--- src/rtl/z16_pkg.sv ---
// Shared types and constants for the Z16 memory arbiter slice.
package z16_pkg;

  localparam int unsigned Z16_WORD_W = 16;
  localparam logic [Z16_WORD_W-1:0] Z16_NOP = 16'h0000;

  typedef enum logic [1:0] {
    RESP_NONE,
    RESP_IF,
    RESP_DREAD,
    RESP_DERR
  } resp_owner_t;

endpackage

--- src/rtl/z16_mem_arbiter_if.sv ---
// Fetch port, LOAD/STORE port and RAM-side signals of the Z16 memory arbiter.
interface z16_mem_arbiter_if
  import z16_pkg::*;
#(
  parameter int unsigned ADDR_W = 15
);

  logic                  i_if_req;
  logic [Z16_WORD_W-1:0] i_if_addr;
  logic                  o_if_gnt;
  logic                  o_if_rvalid;
  logic [Z16_WORD_W-1:0] o_if_rdata;

  logic                  i_d_req;
  logic                  i_d_we;
  logic [Z16_WORD_W-1:0] i_d_addr;
  logic [Z16_WORD_W-1:0] i_d_wdata;
  logic                  o_d_gnt;
  logic                  o_d_rvalid;
  logic [Z16_WORD_W-1:0] o_d_rdata;
  logic                  o_d_err;

  logic                  o_mem_en;
  logic                  o_mem_we;
  logic [ADDR_W-1:0]     o_mem_addr;
  logic [Z16_WORD_W-1:0] o_mem_wdata;
  logic [Z16_WORD_W-1:0] i_mem_rdata;

  modport master (
    output i_if_req, i_if_addr, i_d_req, i_d_we, i_d_addr, i_d_wdata, i_mem_rdata,
    input  o_if_gnt, o_if_rvalid, o_if_rdata, o_d_gnt, o_d_rvalid, o_d_rdata, o_d_err,
           o_mem_en, o_mem_we, o_mem_addr, o_mem_wdata
  );

  modport slave (
    input  i_if_req, i_if_addr, i_d_req, i_d_we, i_d_addr, i_d_wdata, i_mem_rdata,
    output o_if_gnt, o_if_rvalid, o_if_rdata, o_d_gnt, o_d_rvalid, o_d_rdata, o_d_err,
           o_mem_en, o_mem_we, o_mem_addr, o_mem_wdata
  );

endinterface

--- src/rtl/z16_starve_counter.sv ---
// Counts consecutive denied fetch cycles and forces a fetch grant at MAX_STARVE.
module z16_starve_counter #(
  parameter int unsigned MAX_STARVE = 4
) (
  input  logic i_clk,
  input  logic i_rst,
  input  logic i_req,
  input  logic i_gnt,
  output logic o_force
);

  localparam int unsigned CW = $clog2(MAX_STARVE + 1);
  localparam logic [CW-1:0] MAX_C = CW'(MAX_STARVE);

  logic [CW-1:0] cnt_q;

  always_ff @(posedge i_clk) begin
    if (i_rst || !i_req || i_gnt) begin
      cnt_q <= '0;
    end else if (cnt_q != MAX_C) begin
      cnt_q <= cnt_q + 1'b1;
    end
  end

  assign o_force = i_req && (cnt_q == MAX_C);

endmodule

--- src/rtl/z16_mem_arbiter.sv ---
// Single-port RAM arbiter for Z16 fetch and LOAD/STORE ports.
// Optional fetch anti-starvation enabled by defining Z16_ARB_FAIR_EN.
module z16_mem_arbiter
  import z16_pkg::*;
#(
  parameter int unsigned ADDR_W     = 15,
  parameter int unsigned MAX_STARVE = 4
) (
  input  logic             i_clk,
  input  logic             i_rst,
  z16_mem_arbiter_if.slave bus
);

  logic if_req, d_req, d_mis, force_if, if_gnt, d_gnt;
  resp_owner_t owner_q, owner_d;
  logic [Z16_WORD_W-1:0] if_rdata_q, d_rdata_q;
  logic unused_ok;

  // Requests are masked during reset so the reset cycle itself shows idle outputs.
  assign if_req    = bus.i_if_req & ~i_rst;
  assign d_req     = bus.i_d_req & ~i_rst;
  assign d_mis     = bus.i_d_addr[0];
  assign unused_ok = bus.i_if_addr[0];

`ifdef Z16_ARB_FAIR_EN
  z16_starve_counter #(.MAX_STARVE(MAX_STARVE)) u_starve (
    .i_clk   (i_clk),
    .i_rst   (i_rst),
    .i_req   (if_req),
    .i_gnt   (if_gnt),
    .o_force (force_if)
  );
`else
  assign force_if = 1'b0;
`endif

  assign d_gnt        = d_req & ~force_if;
  assign if_gnt       = if_req & ~d_gnt;
  assign bus.o_if_gnt = if_gnt;
  assign bus.o_d_gnt  = d_gnt;

  always_comb begin
    bus.o_mem_en    = 1'b0;
    bus.o_mem_we    = 1'b0;
    bus.o_mem_addr  = '0;
    bus.o_mem_wdata = '0;
    if (d_gnt) begin
      if (!d_mis) begin
        bus.o_mem_en    = 1'b1;
        bus.o_mem_we    = bus.i_d_we;
        bus.o_mem_addr  = bus.i_d_addr[ADDR_W:1];
        bus.o_mem_wdata = bus.i_d_we ? bus.i_d_wdata : '0;
      end
    end else if (if_gnt) begin
      bus.o_mem_en   = 1'b1;
      bus.o_mem_addr = bus.i_if_addr[ADDR_W:1];
    end
  end

  always_comb begin
    owner_d = RESP_NONE;
    if (d_gnt) begin
      if (d_mis)              owner_d = RESP_DERR;
      else if (!bus.i_d_we)   owner_d = RESP_DREAD;
    end else if (if_gnt) begin
      owner_d = RESP_IF;
    end
  end

  always_ff @(posedge i_clk) begin
    if (i_rst) begin
      owner_q    <= RESP_NONE;
      if_rdata_q <= '0;
      d_rdata_q  <= '0;
    end else begin
      owner_q <= owner_d;
      if (owner_q == RESP_IF)    if_rdata_q <= bus.i_mem_rdata;
      if (owner_q == RESP_DREAD) d_rdata_q  <= bus.i_mem_rdata;
    end
  end

  // Read data passes straight through on delivery and is held from a register otherwise.
  assign bus.o_if_rvalid = ~i_rst & (owner_q == RESP_IF);
  assign bus.o_d_rvalid  = ~i_rst & (owner_q == RESP_DREAD);
  assign bus.o_d_err     = ~i_rst & (owner_q == RESP_DERR);
  assign bus.o_if_rdata  = i_rst ? '0 : (owner_q == RESP_IF)    ? bus.i_mem_rdata : if_rdata_q;
  assign bus.o_d_rdata   = i_rst ? '0 : (owner_q == RESP_DREAD) ? bus.i_mem_rdata : d_rdata_q;

endmodule
--- src/flat_wrapper.sv ---
// flat-port wrapper written by rule: the top's interface ports become plain ports
module z16_mem_arbiter_flat import z16_pkg::*;
#(
  parameter int unsigned ADDR_W     = 15,
  parameter int unsigned MAX_STARVE = 4
)
  (i_clk, i_rst, bus_i_if_req, bus_i_if_addr, bus_i_d_req, bus_i_d_we, bus_i_d_addr, bus_i_d_wdata, bus_i_mem_rdata, bus_o_if_gnt, bus_o_if_rvalid, bus_o_if_rdata, bus_o_d_gnt, bus_o_d_rvalid, bus_o_d_rdata, bus_o_d_err, bus_o_mem_en, bus_o_mem_we, bus_o_mem_addr, bus_o_mem_wdata);
  z16_mem_arbiter_if #(.ADDR_W(ADDR_W)) bus_i ();
  input  logic i_clk;
  input  logic i_rst;
  input wire logic [$bits(bus_i.i_if_req)-1:0] bus_i_if_req;
  input wire logic [$bits(bus_i.i_if_addr)-1:0] bus_i_if_addr;
  input wire logic [$bits(bus_i.i_d_req)-1:0] bus_i_d_req;
  input wire logic [$bits(bus_i.i_d_we)-1:0] bus_i_d_we;
  input wire logic [$bits(bus_i.i_d_addr)-1:0] bus_i_d_addr;
  input wire logic [$bits(bus_i.i_d_wdata)-1:0] bus_i_d_wdata;
  input wire logic [$bits(bus_i.i_mem_rdata)-1:0] bus_i_mem_rdata;
  output wire logic [$bits(bus_i.o_if_gnt)-1:0] bus_o_if_gnt;
  output wire logic [$bits(bus_i.o_if_rvalid)-1:0] bus_o_if_rvalid;
  output wire logic [$bits(bus_i.o_if_rdata)-1:0] bus_o_if_rdata;
  output wire logic [$bits(bus_i.o_d_gnt)-1:0] bus_o_d_gnt;
  output wire logic [$bits(bus_i.o_d_rvalid)-1:0] bus_o_d_rvalid;
  output wire logic [$bits(bus_i.o_d_rdata)-1:0] bus_o_d_rdata;
  output wire logic [$bits(bus_i.o_d_err)-1:0] bus_o_d_err;
  output wire logic [$bits(bus_i.o_mem_en)-1:0] bus_o_mem_en;
  output wire logic [$bits(bus_i.o_mem_we)-1:0] bus_o_mem_we;
  output wire logic [$bits(bus_i.o_mem_addr)-1:0] bus_o_mem_addr;
  output wire logic [$bits(bus_i.o_mem_wdata)-1:0] bus_o_mem_wdata;
  assign bus_i.i_if_req = bus_i_if_req;
  assign bus_i.i_if_addr = bus_i_if_addr;
  assign bus_i.i_d_req = bus_i_d_req;
  assign bus_i.i_d_we = bus_i_d_we;
  assign bus_i.i_d_addr = bus_i_d_addr;
  assign bus_i.i_d_wdata = bus_i_d_wdata;
  assign bus_i.i_mem_rdata = bus_i_mem_rdata;
  assign bus_o_if_gnt = bus_i.o_if_gnt;
  assign bus_o_if_rvalid = bus_i.o_if_rvalid;
  assign bus_o_if_rdata = bus_i.o_if_rdata;
  assign bus_o_d_gnt = bus_i.o_d_gnt;
  assign bus_o_d_rvalid = bus_i.o_d_rvalid;
  assign bus_o_d_rdata = bus_i.o_d_rdata;
  assign bus_o_d_err = bus_i.o_d_err;
  assign bus_o_mem_en = bus_i.o_mem_en;
  assign bus_o_mem_we = bus_i.o_mem_we;
  assign bus_o_mem_addr = bus_i.o_mem_addr;
  assign bus_o_mem_wdata = bus_i.o_mem_wdata;
  z16_mem_arbiter #(.ADDR_W(ADDR_W), .MAX_STARVE(MAX_STARVE)) u_core (.i_clk(i_clk), .i_rst(i_rst), .bus(bus_i));
endmodule
--- config.mk ---
export PLATFORM = sky130hd
export DESIGN_NAME = z16_mem_arbiter_flat
export DESIGN_NICKNAME = d
export VERILOG_FILES = /design/src/rtl/z16_pkg.sv /design/src/rtl/z16_mem_arbiter_if.sv /design/src/rtl/z16_starve_counter.sv /design/src/rtl/z16_mem_arbiter.sv /design/src/flat_wrapper.sv
export SDC_FILE = /design/constraint.sdc
export NUM_CORES = 1
export LEC_CHECK = 0
export ABC_CLOCK_PERIOD_IN_PS = 2400
export BUFFER_PORTS_ARGS = -buffer_cell sky130_fd_sc_hd__buf_2
export CAP_MARGIN = 25
export CORE_UTILIZATION = 45
export CTS_BUF_LIST = sky130_fd_sc_hd__clkbuf_2 sky130_fd_sc_hd__clkbuf_4 sky130_fd_sc_hd__clkbuf_8
export DETAILED_ROUTE_END_ITERATION = 16
export GPL_TIMING_DRIVEN = 0
export PLACE_DENSITY_LB_ADDON = 0.12
export SLEW_MARGIN = 20
export SYNTH_ARGS = -nofsm -noshare
export SYNTH_HDL_FRONTEND = slang
export SYNTH_HIERARCHICAL = 1
export SYNTH_SLANG_ARGS = --single-unit
export TNS_END_PERCENT = 10
--- constraint.sdc ---
create_clock -name i_clk -period 2.4 [get_ports i_clk]
set_input_delay 0.24 -clock i_clk [delete_from_list [all_inputs] [get_ports i_clk]]
set_output_delay 0.24 -clock i_clk [all_outputs]
set_load 0.05 [all_outputs]
Word-level counts from Yosys, hierarchy flattened
Cells that the tools add are included.
Cells by class
  multiplexer cells: 19
  equal/unequal tests: 3
  bitwise logic cells: 8
Operators with widths (count)
  $mux 16: 7
  $mux 15: 3
  $and 1x1->1: 6
  $mux 1: 6
  $mux 2: 3
  $eq 2x2->1 const B: 2
  $eq 2x1->1 const B: 1
  $not 1->1: 2
Storage, ports and cells
  bits in registers: 34
  logic and storage cells: 33

Depth between registers and ports, before layout
  word-level depth: 6
  depth in mapped cells: 5
  depth with buffers taken out: 2

Least setup slack after synthesis
OpenSTA, ideal clock, no wires.
  path kind: input port to output port
  start: input port i_rst
  end: output port bus_o_mem_addr[11]
  arrival time: 1.984 ns
  path buffers: 3
  cell stages on the path: 4
  path slack: 0.176 ns
  required time: 2.160 ns
  path through: buf_2 -> buf_2 -> clkbuf_1 -> o32ai_1
Between the ends
  longest elaborated chain between the ends: 6
  elaborated cells between the ends (all ways): 7
Ends and longest elaborated chain
  from (decl): RTL line flat_wrapper.sv:10  | input logic i_rst;
  $not 1->1 (*): RTL line z16_mem_arbiter.sv:20, z16_mem_arbiter.sv:21
  $and 1x1->1: RTL line z16_mem_arbiter.sv:21  | assign d_req = bus.i_d_req & ~i_rst;
  $not 1->1: RTL line z16_mem_arbiter.sv:38  | assign if_gnt = if_req & ~d_gnt;
  $and 1x1->1: RTL line z16_mem_arbiter.sv:38
  $mux 15: RTL line z16_mem_arbiter.sv:54  | end else if (if_gnt) begin
  $mux 15 (*): RTL line z16_mem_arbiter.sv:47  | if (d_gnt) begin
  to (decl): RTL line flat_wrapper.sv:27  | output wire logic [$bits(bus_i.o_mem_addr)-1:0] bus_o_mem_addr;
Mark *: on every way between the ends. The rest lies on a longest branch, timed or not.

Worst setup path after layout
  start: register u_core.owner_q[1]
  end: output port bus_o_if_rdata[12]
Between the ends
  longest elaborated chain between the ends: 3
Ends and longest elaborated chain
  from (decl): RTL line z16_mem_arbiter.sv:15  | resp_owner_t owner_q, owner_d;
  from (signal assigned): RTL line z16_mem_arbiter.sv:76  | owner_q <= owner_d;
  $eq 2x1->1: RTL line z16_mem_arbiter.sv:86  | assign bus.o_if_rdata = i_rst ? '0 : (owner_q == RESP_IF) ? bus.i_mem_rdata : if_rdata_q;
  $mux 16 (2 in a row): RTL line z16_mem_arbiter.sv:86
  to (decl): RTL line flat_wrapper.sv:20  | output wire logic [$bits(bus_i.o_if_rdata)-1:0] bus_o_if_rdata;
No other way between the ends.

==> results.sh <==
export IMPL_status="finished, violations left"
export IMPL_violations="design-rule violations"
export IMPL_path_cells="nand2b_1 > buf_2 > buf_4 > mux2i_1 > buf_2"
export IMPL_core_um2=4000
export IMPL_cp_common_cell="buf_2"
export IMPL_critPathMaxStageDelay_ns=0.35
export IMPL_ir_worst_vdd_mv=0.408
export IMPL_synth_seq_cells=34
export IMPL_place_congestion=0.766
export IMPL_ys_warnings_count=6
export IMPL_rows=23
export IMPL_grt_pass1_wl_um=7550
export IMPL_required_ns=2.16
export IMPL_power_density_nw_per_um2=534
export IMPL_final_hold_violation_count=0
export IMPL_crit_arrival_ns=1.82
export IMPL_fmax_mhz=486
export IMPL_chipHeight_um=66.5
export IMPL_hold_path_class="input port to register"
export IMPL_critPathCaptureType="output pin"
export IMPL_port_buffers=135
export IMPL_clk_latency_ns=0.27
export IMPL_skew_ns=0.00444
export IMPL_setup_viol=0
export IMPL_syn_mean_instance_area_um2=8.82
export IMPL_antenna_found_initial=0
export IMPL_post_route_util_pct=67.6
export IMPL_syn_area_um2=1870
export IMPL_cts_buffers=5
export IMPL_dr_pass1_iters=10
export IMPL_synth_nets=281
export IMPL_initialDrtViolationCount=66
export IMPL_grt_pass1_vias=1748
export IMPL_maxCapViolCount=0
export IMPL_cts_sinks=34
export IMPL_cts_tree="built"
export IMPL_cts_setup_buffers=0
export IMPL_leakage_nw=1.50
export IMPL_diodes=0
export IMPL_fin_ws_ns=0.341
export IMPL_die_w_um=66.5
export IMPL_hpwl_um=3940
export IMPL_ys_types=15
export IMPL_cts_path_max_buffers=2
export IMPL_ant_nets=0
export IMPL_wl_um=4890
export IMPL_fillCellCount=362
export IMPL_tns_ns=0
export IMPL_grt_util_all_layers_pct=22.2
export IMPL_io_pins=139
export IMPL_yosysSeqAreaShare_pct=36.4
export IMPL_rsz0062_at_grt="false"
export IMPL_syn_to_final_growth_pct=44.6
export IMPL_startpoint_type="register"
export IMPL_vias=1871
export IMPL_worst_setup_path_type="register to output pin"
export IMPL_layout_nets=423
export IMPL_cts_resized_gates=0
export IMPL_grt_overflow_total=0
export IMPL_slew_headroom_pct=71.4
export IMPL_place_ws_ns=0.629
export IMPL_drt_vias_per_instance=4.62
export IMPL_crit_fanout=10
export IMPL_synth_cells=212
export IMPL_layout_drive_gt1_share_pct=43.7
export IMPL_die_area_um2=4420
export IMPL_cp_slowest_cell="dfxtp_1"
export IMPL_initial_core_util_pct=46.7
export IMPL_cts_hold_buf=0
export IMPL_drv_slew=0
export IMPL_final_min_clock_period_ns=2.06
export IMPL_grt_max_degree=11
export IMPL_drc=2
export IMPL_root_buffer="clkbuf_8"
export IMPL_clk_pin_slew_ns=0.06
export IMPL_htree_levels=2
export IMPL_fin_crit_sh_pct=85.8
export IMPL_timing_hold_ws_ns=0.168
export IMPL_wl_per_cell_um=12.1
export IMPL_worst_pin_slew_ns=0.429
==> synthesized netlist by cell type (all sizes together) <==
master / count / area [µm²]
nand3b: 2 / 15.0
and2: 16 / 100
buf: 11 / 60.1
dfxtp: 34 / 681
nand2b: 67 / 419
o32ai: 14 / 123
mux2i: 32 / 320
nor2: 4 / 15.0
a21oi: 4 / 20.0
nand2: 2 / 7.51
inv: 16 / 60.1
and4bb: 1 / 12.5
nor2b: 1 / 6.26
clkbuf: 8 / 30.0
==> kinds of logic after synthesis <==
family	synth area share [%]
simple gates	30.8
buf+inv	8.03
flops	36.4
mux	17.1
compound gates	7.63
==> per-stage QoR <==
stage               instance area, µm²  power (mW)  cells
detailed placement                2610        1.03    397
global placement                  2610        1.02    397
finish                            2700        1.44    405
CTS                               2700        1.45    405
global route                      2700        1.51    405
floorplan                         1870       0.905    212
==> where the power goes <==
group	internal, mW	switching, mW	total, mW	leakage, nW
logic	0.136	0.278	0.414	1.17
registers	0.592	0.00779	0.599	0.277
clock network	0.242	0.189	0.431	0.0517
total	0.970	0.474	1.44	1.50
==> cells in the final DEF (no fill, tap or decap) <==
cell type,synthesis,final
clkinv_2,0,1
nand3b_1,2,2
buf_2,9,144
nand2b_1,67,67
o32ai_1,14,14
a21oi_1,4,4
dfxtp_1,34,34
nor2b_1,1,1
and2_1,16,16
mux2i_1,32,32
and4bb_2,1,1
inv_1,16,16
buf_4,2,2
clkbuf_4,0,1
clkbuf_1,8,8
nand2_1,2,2
clkbuf_8,0,6
nor2_1,4,4
==> layout make-up <==
class                   instances  area (µm²)  share of cell area (%)
clock buffers                   7        90.1                    3.33
well taps                      50        62.6                    2.31
clock inverters                 1        5.00                   0.185
plain buffers                  19        90.1                    3.33
multi-input cells             143        1040                    38.4
repair buffers                135         676                    25.0
inverters                      16        60.1                    2.22
flip-flops and latches         34         681                    25.2
==> metal layers <==
metal | share of wire [%] | global-route usage [%] | wire length (µm)
met1 | 43 | 26.5 | 2110
met2 | 50 | 39.0 | 2440
met3 | 6.8 | 7.02 | 331
met4 | 0.20 | 3.72 | 10
met5 | 0 | 0 | 0
==> critical path: cells and delay by family (launching register included) <==
kind	cells	cell delay, ns
mux	1	0.27
buf+inv	3	0.81
flops	1	0.35
simple gates	1	0.10
==> state kept, by name, indices dropped and copies added (netlist names) <==
register	count
u_core/if_rdata_q	16
u_core/owner_q	2
u_core/d_rdata_q	16
==> path summary, 6_finish.rpt <==
path / from / to / slack, ns / cells past startpoint
setup / recovery: u_core/owner_q[1] / bus_o_if_rdata[12] / 0.34 / 5
setup reg to reg: u_core/owner_q[1] / u_core/if_rdata_q[12] / 1.07 / 4
hold / removal: bus_i_d_we / u_core/owner_q[1] / 0.17 / 2
hold reg to reg: u_core/d_rdata_q[10] / u_core/d_rdata_q[10] / 0.47 / 2
No activity file was read; power rests on OpenSTA's default activity.
